File: src/rtl/div_pkg.sv
// Shared types and constants for the sequential restoring divider.
// Used by div_step and seq_div32by16.
`timescale 1ns/1ps
package div_pkg;

    // Default operand width: 32-bit dividend, 16-bit divisor/quotient/remainder.
    localparam int W_DEFAULT = 16;

    // Step counter width for the default width. It can hold the value W.
    localparam int CNT_W_DEFAULT = $clog2(W_DEFAULT) + 1;

    // Divider control states.
    typedef enum logic [1:0] {
        IDLE = 2'd0,
        CALC = 2'd1,
        DONE = 2'd2
    } div_state_e;

    // Step counter width for a given operand width.
    function automatic int cnt_width(input int w);
        return $clog2(w) + 1;
    endfunction

endpackage

File: src/rtl/div_step.sv
// One restoring-division step, purely combinational.
//   The current partial remainder is shifted left, and the next dividend
//   bit enters at the lsb. The divisor is then trial-subtracted from it.
//   If the subtraction does not borrow, the difference is kept and the
//   quotient bit is 1.
// The incoming remainder is always below the divisor, so it fits in W bits.
// Only the shifted value needs the extra (W+1-th) bit.
`timescale 1ns/1ps
module div_step #(
    parameter int W = 16
) (
    input  logic [W-1:0] r_in,
    input  logic         q_msb,
    input  logic [W-1:0] divisor,
    output logic [W-1:0] r_out,
    output logic         q_bit
);

    logic [W:0]   r_sh;
    logic [W-1:0] t;

    // Shift, trial subtract, then restore or keep.
    always_comb begin
        r_sh  = {r_in, q_msb};
        q_bit = (r_sh >= {1'b0, divisor});
        // The subtraction modulo 2^W is exact whenever it is kept (no borrow).
        t     = r_sh[W-1:0] - divisor;
        r_out = q_bit ? t : r_sh[W-1:0];
    end

endmodule

File: src/rtl/seq_div32by16.sv
// Sequential unsigned restoring divider: a 2W-bit dividend divided by a
// W-bit divisor gives a W-bit quotient and a W-bit remainder.
// It has valid/ready handshakes on both the operand side and the result side.
//
// Build option: define DIV_RADIX4_EN to chain two div_step instances per
// CALC cycle. This halves the iteration count (W must be even). Results
// are bit-identical to the default radix-2 build.
//
// Divide-by-zero and quotient overflow are caught when operands are
// accepted. In that case the divider goes straight to DONE with err set.
`timescale 1ns/1ps
import div_pkg::*;

module seq_div32by16 #(
    parameter int W = W_DEFAULT
) (
    input  logic           clk,
    input  logic           rst_n,
    input  logic           in_valid,
    output logic           in_ready,
    input  logic [2*W-1:0] dividend,
    input  logic [W-1:0]   divisor,
    output logic           out_valid,
    input  logic           out_ready,
    output logic [W-1:0]   quotient,
    output logic [W-1:0]   remainder,
    output logic           err
);

    localparam int CNT_W = cnt_width(W);
`ifdef DIV_RADIX4_EN
    localparam int STEPS = W / 2;
`else
    localparam int STEPS = W;
`endif
    localparam logic [CNT_W-1:0] LAST_CNT = CNT_W'(STEPS - 1);

    div_state_e state_q, state_d;

    // Working registers. The remainder register is W bits wide because a
    // restored remainder is always below the divisor.
    logic [W-1:0]     r_q,    r_d;
    logic [W-1:0]     q_q,    q_d;
    logic [W-1:0]     div_q,  div_d;
    logic [CNT_W-1:0] cnt_q,  cnt_d;

    // Result registers. They load only on entry to DONE, so a partial
    // quotient never appears on the outputs.
    logic [W-1:0]     quot_q, quot_d;
    logic [W-1:0]     rem_q,  rem_d;
    logic             err_q,  err_d;

    logic             accept;
    logic             ovf;
    logic             last_step;
    logic [W-1:0]     r_step;
    logic [W-1:0]     q_step;

    assign accept    = in_valid && (state_q == IDLE);
    // A zero divisor is caught here too, because any high half is >= 0.
    assign ovf       = (dividend[2*W-1:W] >= divisor);
    assign last_step = (cnt_q == LAST_CNT);

`ifdef DIV_RADIX4_EN
    logic [W-1:0] r_mid;
    logic         qb_hi;
    logic         qb_lo;

    div_step #(.W(W)) u_step_hi (
        .r_in    (r_q),
        .q_msb   (q_q[W-1]),
        .divisor (div_q),
        .r_out   (r_mid),
        .q_bit   (qb_hi)
    );

    div_step #(.W(W)) u_step_lo (
        .r_in    (r_mid),
        .q_msb   (q_q[W-2]),
        .divisor (div_q),
        .r_out   (r_step),
        .q_bit   (qb_lo)
    );

    // Two dividend bits leave the top of Q, and two quotient bits enter at the bottom.
    assign q_step = W'({q_q, qb_hi, qb_lo});
`else
    logic qb;

    div_step #(.W(W)) u_step (
        .r_in    (r_q),
        .q_msb   (q_q[W-1]),
        .divisor (div_q),
        .r_out   (r_step),
        .q_bit   (qb)
    );

    // One dividend bit leaves the top of Q, and one quotient bit enters at the bottom.
    assign q_step = W'({q_q, qb});
`endif

    // State register.
    always_ff @(posedge clk or negedge rst_n) begin
        if (!rst_n) begin
            state_q <= IDLE;
        end else begin
            state_q <= state_d;
        end
    end

    // Next-state logic: error operands skip CALC, and DONE waits for the consumer.
    always_comb begin
        state_d = state_q;
        case (state_q)
            IDLE:    if (accept)    state_d = ovf ? DONE : CALC;
            CALC:    if (last_step) state_d = DONE;
            DONE:    if (out_ready) state_d = IDLE;
            default:                state_d = IDLE;
        endcase
    end

    // Handshake outputs, decoded from the state.
    always_comb begin
        in_ready  = (state_q == IDLE);
        out_valid = (state_q == DONE);
    end

    // Datapath next values: load at accept, iterate in CALC, capture the result at the end.
    always_comb begin
        r_d    = r_q;
        q_d    = q_q;
        div_d  = div_q;
        cnt_d  = cnt_q;
        quot_d = quot_q;
        rem_d  = rem_q;
        err_d  = err_q;
        case (state_q)
            IDLE: begin
                if (accept) begin
                    div_d = divisor;
                    cnt_d = '0;
                    if (ovf) begin
                        quot_d = '1;
                        rem_d  = dividend[W-1:0];
                        err_d  = 1'b1;
                    end else begin
                        r_d = dividend[2*W-1:W];
                        q_d = dividend[W-1:0];
                    end
                end
            end
            CALC: begin
                r_d   = r_step;
                q_d   = q_step;
                cnt_d = cnt_q + 1'b1;
                if (last_step) begin
                    quot_d = q_step;
                    rem_d  = r_step;
                    err_d  = 1'b0;
                end
            end
            default: ;
        endcase
    end

    // Datapath and result registers. Reset aborts any operation in flight.
    always_ff @(posedge clk or negedge rst_n) begin
        if (!rst_n) begin
            r_q    <= '0;
            q_q    <= '0;
            div_q  <= '0;
            cnt_q  <= '0;
            quot_q <= '0;
            rem_q  <= '0;
            err_q  <= 1'b0;
        end else begin
            r_q    <= r_d;
            q_q    <= q_d;
            div_q  <= div_d;
            cnt_q  <= cnt_d;
            quot_q <= quot_d;
            rem_q  <= rem_d;
            err_q  <= err_d;
        end
    end

    assign quotient  = quot_q;
    assign remainder = rem_q;
    assign err       = err_q;

endmodule

File: config.mk
export PLATFORM = sky130hd
export DESIGN_NAME = seq_div32by16
export DESIGN_NICKNAME = d
export VERILOG_FILES = /design/src/rtl/div_pkg.sv /design/src/rtl/div_step.sv /design/src/rtl/seq_div32by16.sv
export SDC_FILE = /design/constraint.sdc
export NUM_CORES = 1
export LEC_CHECK = 0
export BUFFER_PORTS_ARGS = -buffer_cell sky130_fd_sc_hd__buf_2
export CORE_MARGIN = 2
export CORE_UTILIZATION = 40
export CTS_BUF_LIST = sky130_fd_sc_hd__clkbuf_8 sky130_fd_sc_hd__clkbuf_16
export CTS_CLUSTER_SIZE = 14
export DETAILED_ROUTE_END_ITERATION = 7
export GPL_TIMING_DRIVEN = 0
export SLEW_MARGIN = 20
export SYNTH_ARGS = -nofsm -noshare
export SYNTH_HDL_FRONTEND = slang
export SYNTH_SLANG_ARGS = --single-unit
File: constraint.sdc
create_clock -name clk -period 2.7 [get_ports clk]
set_input_delay 0.54 -clock clk [delete_from_list [all_inputs] [get_ports clk]]
set_output_delay 0.54 -clock clk [all_outputs]
set_load 0.01 [all_outputs]
---- After elaboration in Yosys (flattened, before gate mapping) ----
Cells that the tools add are included.
operators by class
  add/subtract/negate cells ............... 2
  $mul .................................... 0
  div/mod/pow operators ................... 0
  order comparisons ....................... 2
  equality and inequality tests ........... 8
  shift operators ......................... 0
  mux-type cells .......................... 26
  bitwise operators ....................... 0
  reductions and logical operators ........ 8
operators with widths
  operator                                                number
  two-way mux 16 bit                                      11
  case mux 16 bit (2 select lines)                        4
  greater-or-equal comparator 17 x 16 -> 1 bit            1
  greater-or-equal comparator 16 bit                      1
  subtractor 16 bit                                       1
  case mux 5 bit (2 select lines)                         1
  two-way mux 2 bit                                       4
  inequality test 2 x 1 -> 1 bit (second input constant)  3
  case mux 2 bit (3 select lines)                         1
  AND reduction 3 bit                                     2
  adder 5 x 1 -> 5 bit (second input constant)            1
  equality test 5 x 4 -> 1 bit (second input constant)    1
  two-way mux 5 bit                                       1
  inequality test 2 bit (second input constant)           2
  AND reduction 2 bit                                     2
  AND reduction 4 bit                                     1
  two-way mux 1 bit                                       3
  equality test 2 x 1 -> 1 bit (second input constant)    1
  equality test 2 bit (second input constant)             1
  zero test 2 bit                                         1
  case mux 1 bit (2 select lines)                         1
  nonzero test 2 bit                                      1
  logical AND 1 bit                                       1
word-level totals
  flip-flop bits (word level) ............. 88
  latch bits .............................. 0
  RAM bits ................................ 0
  bits in read-only memories .............. 0
  bits of input ports ..................... 52
  output and inout bits ................... 35
  logic and storage cells ................. 54
  memories ................................ 0

---- Depth between registers and ports, before layout ----
Gate-level depths: netlist of run 1.
  depth in word-level cells ............... 4
  depth in mapped cells ................... 10
  mapped depth without buffers ............ 10

---- Cells and area by module ----
Synthesis of run 1 repeated with hierarchy kept, for this count alone.
second synthesis, totals
  cell total of the unflattened synthesis .. 603
  area, all modules ....................... 5651.7 µm²
modules (own cells, without submodules)
  module         times used  cells each  area each (µm²)  seq. area each (µm²)
  seq_div32by16  1           445         4493.1           2202.1
  div_step       1           158         1158.6           0.0

---- Worst setup path before layout of run 1 ----
Ideal clock, no wire load.
  path kind ............................... flip-flop to flip-flop
  start point ............................. register r_q[14]
  end point ............................... register rem_q[11] (netlist: remainder[11])
  arrival time ............................ 2.254 ns
  data required time ...................... 2.561 ns
  slack ................................... 0.307 ns
  cell stages (with the launch flop) ...... 10
  buffers on the path ..................... 1
  clock period less this slack ............ 2.393 ns
  cells stage by stage .................... dfrtp_1 -> ha_1 -> nand4b_4 -> nor4_4 -> nor3b_2 -> a211o_2 -> nand2_4 -> buf_12 -> mux2i_1 -> o221ai_1
between the ends
  word-level cells in the longest chain between the ends .. 4
RTL lines
  what                                          RTL line              text
  start: declaration                            seq_div32by16.sv:42   logic [W-1:0] r_q, r_d;
  start signal: assignment                      seq_div32by16.sv:177  r_q <= r_d;
  greater-or-equal comparator 17 x 16 -> 1 bit  div_step.sv:25        q_bit = (r_sh >= {1'b0, divisor});
  two-way mux 16 bit                            div_step.sv:28        r_out = q_bit ? t : r_sh[W-1:0];
  two-way mux 16 bit                            seq_div32by16.sv:156  if (last_step) begin
  case mux 16 bit (2 select lines)              seq_div32by16.sv:137  case (state_q)
  end signal: assignment                        seq_div32by16.sv:182  rem_q <= rem_d;
  end: declaration                              seq_div32by16.sv:50   logic [W-1:0] rem_q, rem_d;
Every way passes these cells. The select of a mux whose other input is x is not followed.
A chain may end at the register's enable or synchronous reset.

---- Worst setup path in the final report of run 1 ----
  start point ............................. register r_q[12]
  end point ............................... register rem_q[11] (netlist: remainder[11])
The elaborated chain is that of the path after synthesis.

==> flow_metrics.py, run 1 <==
metrics = {
    "critical_path": {
        "critPathKind": "flop to flop",
        "cp_cell_sequence": "ha_4 > nand4b_4 > nor4_4 > nor3b_2 > a211o_2 > nand2_4 > buf_12 > mux2i_2 > o221ai_1",
        "cp-end-kind": "flop",
        "worst_ep_required_time_ns": 2.92,
        "path_max_fanout": 10,
        "cp_slowest_cell": "dfrtp_1",
        "max_stage_delay_ns": 0.45,
        "worstSetupStartpointType": "flop",
        "crit_arrival_ns": 2.85,
    },
    "final_layout": {
        "final_cells": 880,
        "area_growth_pct": 20.6,
        "fin_nets": 787,
        "drive_above_1_share": 0.230,
        "diodes": 0,
    },
    "clock_network": {
        "insertion_delay_ns": 0.35,
        "clock-sinks": 88,
        "htreeDepth": 3,
        "cts_root_buf": "clkbuf_16",
        "cts_tree": "built",
        "numCtsBuffers": 9,
        "path_clk_slew_ns": 0.06,
        "ctsHoldBuffers": 0,
        "clk_path_buf_depth": 2,
    },
    "run_status": {
        "status": "finished clean",
    },
    "timing": {
        "timing.final.crit_share": 0.975,
        "fmax_mhz": 380,
        "hold_viol_final": 0,
        "drv_slew": 0,
        "worst_clock_skew_ns": 0.00933,
        "tightest_slew_ns": 0.898,
        "max-slew-margin-rel": 0.399,
        "final.min_clock_period_ns": 2.63,
        "setup_violations": 0,
    },
    "routing": {
        "ant_nets": 0,
        "vias_per_cell": 5.34,
        "drcViolationCount": 0,
        "drt_iter0_markers": 360,
        "dr_total_vias": 4699,
        "drt_wl_total_um": 15800,
        "wire_per_inst_um": 17.9,
        "first_pass_iters": 5,
    },
    "logic_synthesis": {
        "synth_area_leaders": "dfrtp_1, ha_1, nand2_1",
        "yosysWarnings": 0,
        "synth_seq_area_share": 0.410,
        "postSynthNetCount": 685,
        "synth_edf_count": 0,
        "synth_seq_cells": 88,
        "ys_types": 66,
        "ys_top_cells_by_count": "dfrtp_1, nand2_1, inv_1",
        "mappedNetlistArea_um2": 5370,
        "synth_flop_cell": "dfrtp_1",
        "synth-async-reset-ratio": 1.00,
        "synth.top_cell.area_share": 0.410,
        "yosysMostFrequentCell": "dfrtp_1",
        "yosysTopAreaCell": "dfrtp_1",
        "syn_inst": 598,
        "avgSynthCellArea_um2": 8.98,
    },
    "place": {
        "hpwl_um": 12100,
        "globalplace.congestion": 0.895,
        "dp_cells": 861,
        "port_buffers": 86,
    },
    "floorplan": {
        "rows": 42,
        "io_pins": 87,
        "die_w_um": 120,
        "dieArea_um2": 14400,
        "core-area_um2": 13200,
        "fp.dieH_um": 120,
        "start_util": 0.407,
    },
    "global_routing": {
        "grt_pass1_wl_um": 25100,
        "antenna_found_initial": 0,
        "gr-total-overflow": 0,
        "grtUsageTotal": 0.227,
        "grt_max_degree": 51,
        "grt_pass1_vias": 4665,
    },
    "pwr": {
        "power_w": 0.00902,
        "power.density_nw_per_um2": 1390,
        "leakage_nw": 3.09,
        "vdd_drop_max_v": 0.000448,
    },
    "worst_hold_path": {
        "min_path_type": "primary input to async pin",
    },
    "flow_run": {
        "cap_violations": 0,
    },
}
cell usage in the layout, fill, tap and decap left out, types with 3 or more instances in the layout:
cell,synthesis,routed
o21ai_0,31,30
inv_1,57,59
a31oi_1,19,19
buf_4,1,6
o21a_1,4,4
a22o_1,3,3
nand2_1,80,80
mux2i_1,15,14
xnor2_1,8,8
a21o_1,3,3
nor2_1,47,47
buf_6,5,5
o31ai_1,4,3
o41ai_2,4,4
ha_1,34,27
dfrtp_1,88,88
or3_1,3,3
ha_4,0,6
buf_1,3,3
xor2_1,5,5
a21oi_1,40,40
nor3_2,3,4
clkbuf_16,0,9
nor3_1,28,27
nand2b_1,6,6
nor2b_1,7,7
buf_2,7,92
a211oi_1,14,12
o21ai_2,0,3
a211oi_2,2,4
clkbuf_1,12,12
and3_1,4,4
nand4_1,4,4
nand3_1,7,6
logic make-up after synthesis:
family                     after synthesis  synth area share
AOI/OAI and AO/OA                      158             0.202
xor gates and xnor gates                13            0.0212
muxes                                   17            0.0322
DFF                                     88             0.410
and+or+nand+nor                        201             0.179
buffers and inverters                   86            0.0725
adders and majority gates               35            0.0829
layout make-up:
type,instances,area (um2)
clock inverters,5,26.3
well taps,176,220
fillers,1297,6710
plain buffers,29,175
clock buffers,10,239
inverters,57,214
repair buffers,91,483
flip-flops and latches,88,2200
multi-input cells,424,2920
repair_timing:
item,CTS,global route
resized for setup,6,20
setup endpoints to repair,21,43
buffers inserted,0,4
pin swaps,0,3
per-layer routing:
layer,wire (um),global-route usage,vias to the layer above
li1,-,-,2309
met1,7330,0.310,2228
met2,7400,0.372,146
met3,797,0.0461,16
met4,230,0.0515,0
met5,0,0,-
report_power, final:
part | leakage (nW) | internal (W) | switching, W | total [W]
Clock | 0.141 | 0.000636 | 0.000525 | 0.00116
Combinational | 1.95 | 0.00222 | 0.00322 | 0.00544
Sequential | 0.996 | 0.00195 | 0.000465 | 0.00241
worst max-delay path: cells and delay by family (launching register included):
family                     cells  cell delay (ns)
and+or+nand+nor                4             0.76
AOI/OAI and AO/OA              2             0.54
DFF                            1             0.45
adders and majority gates      1             0.35
muxes                          1             0.24
buffers and inverters          1             0.15
path summary, 6_finish.rpt:
check                                    startpoint                         to  slack, ns  depth (start not counted)
setup / recovery                r_q[12]$_DFFE_PN0P_  remainder[11]$_DFFE_PN0P_       0.07                          9
hold / removal                                rst_n    quotient[1]$_DFFE_PN0P_       0.22                          1
setup reg to reg                r_q[12]$_DFFE_PN0P_  remainder[11]$_DFFE_PN0P_       0.07                          9
hold reg to reg            remainder[1]$_DFFE_PN0P_   remainder[1]$_DFFE_PN0P_       0.48                          2
max in group asynchronous                     rst_n  remainder[15]$_DFFE_PN0P_       1.83                          2
min in group clk                          out_ready     state_q[1]$_DFFE_PN0P_       0.39                          2
stage by stage:
| stage | area (um2) | setup slack [ns] | utilization | hold slack (ns) | TNS, ns |
|---|---|---|---|---|---|
| after floorplan | 5370 | 0.307 | - | 0.244 | 0 |
| after global routing | 6480 | -0.0143 | 0.491 | 0.276 | -0.0143 |
| after global placement | 6020 | -0.393 | 0.456 | 0.459 | -18.04 |
| after detailed placement | 6040 | -0.437 | 0.458 | 0.464 | -21.51 |
| final | 6480 | 0.0664 | 0.491 | 0.224 | 0 |
| after CTS | 6330 | 0.00357 | 0.480 | 0.244 | 0 |
registers in the layout, summed over array words and instances (netlist names):
| name | flops |
|---|---|
| remainder | 16 |
| q_q | 16 |
| quotient | 16 |
| state_q | 2 |
| r_q | 16 |
| div_q | 16 |
| err | 1 |
| cnt_q | 5 |
No activity file was read; power rests on OpenSTA's default activity.
==> run 2: changes to the inputs <==
- PLACE_DENSITY: unset -> 0.66
==> run 2 against run 1 <==
  * Clock skew is 0.0015 ns higher
  * Largest cell class unchanged
  * Sequential power hardly changed
  * Non-clock buffer count is 2 lower
  * Highest routed layer unchanged
  * Via count is 2.9% higher
  * Final cell count is 0.11% lower
  * Final area is 0.27% higher
==> flow_metrics.py, run 2 (synthesis gave the netlist of run 1 again) <==
metrics = {
    "floorplan": {
        "core-area_um2": 13200,
        "fp.dieH_um": 120,
        "io_pins": 87,
        "rows": 42,
        "start_util": 0.407,
        "die_w_um": 120,
        "dieArea_um2": 14400,
    },
    "global_routing": {
        "grt_pass1_vias": 4619,
        "grt_max_degree": 46,
        "gr-total-overflow": 0,
        "grtUsageTotal": 0.217,
        "grt_pass1_wl_um": 24200,
        "antenna_found_initial": 0,
    },
    "critical_path": {
        "cp_slowest_cell": "dfrtp_1",
        "cp.depth": 9,
        "path_buf_inv": 1,
        "cp_cell_sequence": "ha_4 > nand4b_4 > nor4_4 > nor3b_2 > a211o_2 > nand2_4 > buf_12 > mux2i_2 > o221ai_1",
        "worstSetupStartpointType": "flop",
        "r2r_cells": 9,
        "worst_ep_required_time_ns": 2.92,
        "max_stage_delay_ns": 0.44,
        "cp-end-kind": "flop",
        "crit_family": "simple AND/OR/NAND/NOR gates",
        "critPathKind": "flop to flop",
        "path_max_fanout": 10,
        "crit_arrival_ns": 2.85,
    },
    "flow_run": {
        "cap_violations": 0,
    },
    "routing": {
        "drt_wl_total_um": 15500,
        "first_pass_iters": 5,
        "ant_nets": 0,
        "wire_per_inst_um": 17.6,
        "dr_total_vias": 4835,
        "vias_per_cell": 5.50,
        "drcViolationCount": 0,
        "drt_iter0_markers": 401,
    },
    "final_layout": {
        "multiInputGateArea_um2": 2920,
        "diodes": 0,
        "design_area_um2": 6490,
        "area.sequential_um2": 2200,
        "fillers": 1229,
        "area_growth_pct": 20.9,
        "mostFrequentLayoutCells": "buf_2, dfrtp_1, nand2_1",
        "layout_commonest_cell": "buf_2",
        "fin_nets": 785,
        "final_cells": 879,
        "drive_above_1_share": 0.233,
    },
    "pwr": {
        "power.density_nw_per_um2": 1390,
        "leakage_nw": 3.09,
        "vdd_drop_max_v": 0.000529,
    },
    "timing": {
        "drv_slew": 0,
        "hold_viol_final": 0,
        "tightest_slew_ns": 0.947,
        "max-slew-margin-rel": 0.366,
        "final.min_clock_period_ns": 2.64,
        "setup_violations": 0,
        "worst_clock_skew_ns": 0.0108,
        "fmax_mhz": 379,
        "timing.final.crit_share": 0.977,
    },
    "clock_network": {
        "cts_root_buf": "clkbuf_16",
        "cts_tree": "built",
        "htreeDepth": 3,
        "path_clk_slew_ns": 0.07,
        "numCtsBuffers": 9,
        "clk_path_buf_depth": 2,
        "insertion_delay_ns": 0.36,
        "clock-sinks": 88,
        "ctsHoldBuffers": 0,
    },
    "place": {
        "dp_cells": 861,
        "post_dp_cell_area_um2": 6050,
        "globalplace.congestion": 1.02,
        "port_buffers": 86,
        "hpwl_um": 11900,
    },
    "run_status": {
        "status": "finished clean",
    },
    "worst_hold_path": {
        "min_path_type": "primary input to async pin",
    },
}
-- run 2: final timing paths --
kind,start,slack [ns],endpoint
setup / recovery,r_q[12]$_DFFE_PN0P_,0.06,remainder[11]$_DFFE_PN0P_
hold / removal,rst_n,0.19,quotient[10]$_DFFE_PN0P_
setup reg to reg,r_q[12]$_DFFE_PN0P_,0.06,remainder[11]$_DFFE_PN0P_
hold reg to reg,cnt_q[4]$_DFFE_PN0P_,0.48,cnt_q[4]$_DFFE_PN0P_
max in group asynchronous,rst_n,1.88,r_q[13]$_DFFE_PN0P_
min in group clk,out_ready,0.39,state_q[1]$_DFFE_PN0P_
-- run 2: metrics by stage --
stage | setup slack [ns] | hold slack, ns | setup TNS, ns | util | total power (W)
2_1_floorplan | 0.307 | 0.244 | 0 | - | 0.00593
3_3_place_gp | -0.331 | 0.458 | -15.40 | 0.456 | 0.00716
3_5_place_dp | -0.390 | 0.466 | -16.66 | 0.459 | 0.00734
4_1_cts | 0.0307 | 0.217 | 0 | 0.481 | 0.00860
5_1_grt | -0.0137 | 0.243 | -0.0170 | 0.492 | 0.00967
6_report | 0.0618 | 0.186 | 0 | 0.492 | 0.00905
-- run 2: power breakdown --
group	internal (W)	leakage [nW]	switching, W
Clock	0.000653	0.139	0.000566
Combinational	0.00224	1.95	0.00319
Sequential	0.00195	0.995	0.000459
Total	0.00484	3.09	0.00422
-- run 2: routing by layer --
| metal | GRT usage | up-vias | part of all wire | routed length, um |
|---|---|---|---|---|
| li1 | - | 2304 | - | - |
| met5 | 0 | - | 0 | 0 |
| met3 | 0.0271 | 31 | 0.061 | 946 |
| met1 | 0.290 | 2300 | 0.44 | 6880 |
| met4 | 0.0787 | 0 | 0.023 | 350 |
| met2 | 0.363 | 200 | 0.47 | 7320 |
-- run 2: what timing repair did --
action                     CTS  global route
gates resized for setup      5            23
buffers inserted             0             2
pin swaps                    0             2
setup endpoints to repair    2            20
gates cloned                 0             0
-- run 2: final cells by class --
type | count | area share
clock buffer | 10 | 0.0368
inverter | 57 | 0.0329
timing repair buffer | 89 | 0.0732
tap | 176 | 0.0339
clock inverter | 6 | 0.00674
multi-input combinational | 424 | 0.450
sequential | 88 | 0.339
buffer | 29 | 0.0270
==> run 3: changes to the inputs <==
--- a/config.mk
+++ b/config.mk
@@ -13,5 +13,5 @@
 export DETAILED_ROUTE_END_ITERATION = 7
 export GPL_TIMING_DRIVEN = 0
-export PLACE_DENSITY = 0.66
+export PLACE_DENSITY = 0.6
 export SLEW_MARGIN = 20
 export SYNTH_ARGS = -nofsm -noshare
==> constraint.sdc (replaced) <==
create_clock -name clk -period 2.7 [get_ports clk]
set_input_delay 0.405 -clock clk [delete_from_list [all_inputs] [get_ports clk]]
set_output_delay 0.405 -clock clk [all_outputs]
set_load 0.01 [all_outputs]
==> run 3 against run 2 <==
  * First-iteration DRC count decreased by 7.7%
  * Sequential cell count is the same
  * Die area unchanged
  * Combinational power grew 1%
  * Clock-buffer cell count unchanged
  * Critical endpoint is now r_q[9]$_DFFE_PN0P_
  * Largest power group unchanged
==> flow_metrics.py, run 3 (synthesis gave the netlist of run 1 again) <==
metrics = {
    "critical_path": {
        "r2r_cells": 10,
        "worst_ep_required_time_ns": 2.91,
        "cp_cell_sequence": "inv_1 > ha_1 > nand4_1 > nor4_4 > nor3b_4 > a211o_2 > nand2_4 > buf_4 > mux2i_1 > mux2i_1",
        "cp_slowest_cell": "nor4_4",
        "path_buf_inv": 2,
        "cp.depth": 10,
        "path_max_fanout": 7,
        "worstSetupStartpointType": "flop",
        "crit_family": "simple AND/OR/NAND/NOR gates",
        "crit_arrival_ns": 2.81,
        "critPathKind": "flop to flop",
        "cpMostUsedCell": "mux2i_1",
        "max_stage_delay_ns": 0.40,
        "cp-end-kind": "flop",
    },
    "place": {
        "post_dp_cell_area_um2": 6040,
        "hpwl_um": 12100,
        "port_buffers": 86,
        "globalplace.congestion": 0.895,
    },
    "final_layout": {
        "design_area_um2": 6490,
        "layout_commonest_cell": "buf_2",
        "multiInputGateArea_um2": 2920,
        "area_growth_pct": 20.9,
        "mostFrequentLayoutCells": "buf_2, dfrtp_1, nand2_1",
        "fin_nets": 789,
        "fillers": 1301,
        "drive_above_1_share": 0.232,
        "diodes": 0,
        "area.sequential_um2": 2200,
    },
    "pwr": {
        "intPower_w": 0.00485,
        "power.density_nw_per_um2": 1400,
        "combPwrFrac": 0.607,
        "power.switching_w": 0.00423,
        "power_w": 0.00908,
        "swShare": 0.466,
        "leakage_nw": 3.10,
        "clkPwrFrac": 0.128,
        "vdd_drop_max_v": 0.000451,
        "power_frac_seq": 0.265,
    },
    "routing": {
        "drcViolationCount": 0,
        "vias_per_cell": 5.35,
        "drt_iter0_markers": 370,
        "wire_per_inst_um": 17.8,
        "first_pass_iters": 5,
        "ant_nets": 0,
        "drt_wl_total_um": 15700,
        "dr_total_vias": 4715,
    },
    "floorplan": {
        "dieArea_um2": 14400,
        "core-area_um2": 13200,
        "start_util": 0.407,
        "die_w_um": 120,
        "rows": 42,
        "io_pins": 87,
        "fp.dieH_um": 120,
    },
    "clock_network": {
        "numCtsBuffers": 9,
        "clk_path_buf_depth": 2,
        "insertion_delay_ns": 0.35,
        "htreeDepth": 3,
        "ctsHoldBuffers": 0,
        "cts_tree": "built",
        "path_clk_slew_ns": 0.06,
        "cts_root_buf": "clkbuf_16",
        "clock-sinks": 88,
    },
    "timing": {
        "worst_clock_skew_ns": 0.00958,
        "max-slew-margin-rel": 0.373,
        "setup_violations": 0,
        "tightest_slew_ns": 0.937,
        "hold_viol_final": 0,
        "drv_slew": 0,
        "fmax_mhz": 385,
        "final.min_clock_period_ns": 2.60,
        "timing.final.crit_share": 0.962,
    },
    "global_routing": {
        "antenna_found_initial": 0,
        "grt_max_degree": 51,
        "grt_pass1_vias": 4666,
        "gr-total-overflow": 0,
        "grt_pass1_wl_um": 25100,
        "grtUsageTotal": 0.227,
    },
    "run_status": {
        "status": "finished clean",
    },
    "worst_hold_path": {
        "min_path_type": "primary input to async pin",
    },
    "flow_run": {
        "cap_violations": 0,
    },
}
[run 3: path summary, 6_finish.rpt]
path | from | end | slack (ns)
max | div_q[1]$_DFFE_PN0P_ | r_q[9]$_DFFE_PN0P_ | 0.10
min | rst_n | quotient[1]$_DFFE_PN0P_ | 0.09
max reg2reg | div_q[1]$_DFFE_PN0P_ | r_q[9]$_DFFE_PN0P_ | 0.10
min reg2reg | remainder[1]$_DFFE_PN0P_ | remainder[1]$_DFFE_PN0P_ | 0.48
max in group asynchronous | rst_n | remainder[15]$_DFFE_PN0P_ | 1.97
min in group clk | out_ready | state_q[1]$_DFFE_PN0P_ | 0.25
[run 3: timing repair]
| item | 4_1_cts | 5_1_grt |
|---|---|---|
| buffers inserted | 0 | 6 |
| setup endpoints to repair | 5 | 63 |
| pin swaps | 0 | 4 |
| hold endpoints to repair | 0 | 0 |
| gates resized for setup | 5 | 21 |
[run 3: layout make-up]
class                      count  area share
timing repair buffer          93      0.0767
inverter                      57      0.0329
clock buffer                  10      0.0368
clock inverter                 5     0.00405
buffer                        29      0.0270
tap                          176      0.0339
sequential                    88       0.339
multi-input combinational    424       0.450
[run 3: per-layer routing]
layer | GRT usage | wire length, um
met1 | 0.310 | 7310
met2 | 0.372 | 7390
met3 | 0.0461 | 782
met4 | 0.0515 | 238
met5 | 0 | 0
[run 3: power groups by stage]
stage	Clock (W)	Sequential, W	Combinational, W
after floorplan	0	0.00237	0.00356
after global placement	0	0.00238	0.00489
after detailed placement	0	0.00239	0.00499
after CTS	0.00117	0.00238	0.00506
after global routing	0.00123	0.00248	0.00605
final	0.00116	0.00241	0.00551
[run 3: stage by stage]
step | std cells | worst slack, ns | hold slack (ns) | TNS, ns | util
after floorplan | 598 | 0.307 | 0.109 | 0 | -
after global placement | 860 | -0.258 | 0.459 | -9.58 | 0.456
after detailed placement | 861 | -0.302 | 0.464 | -12.90 | 0.458
after CTS | 876 | 0.00357 | 0.109 | 0 | 0.479
after global routing | 882 | -0.0484 | 0.141 | -0.167 | 0.492
final | 882 | 0.103 | 0.0885 | 0 | 0.492
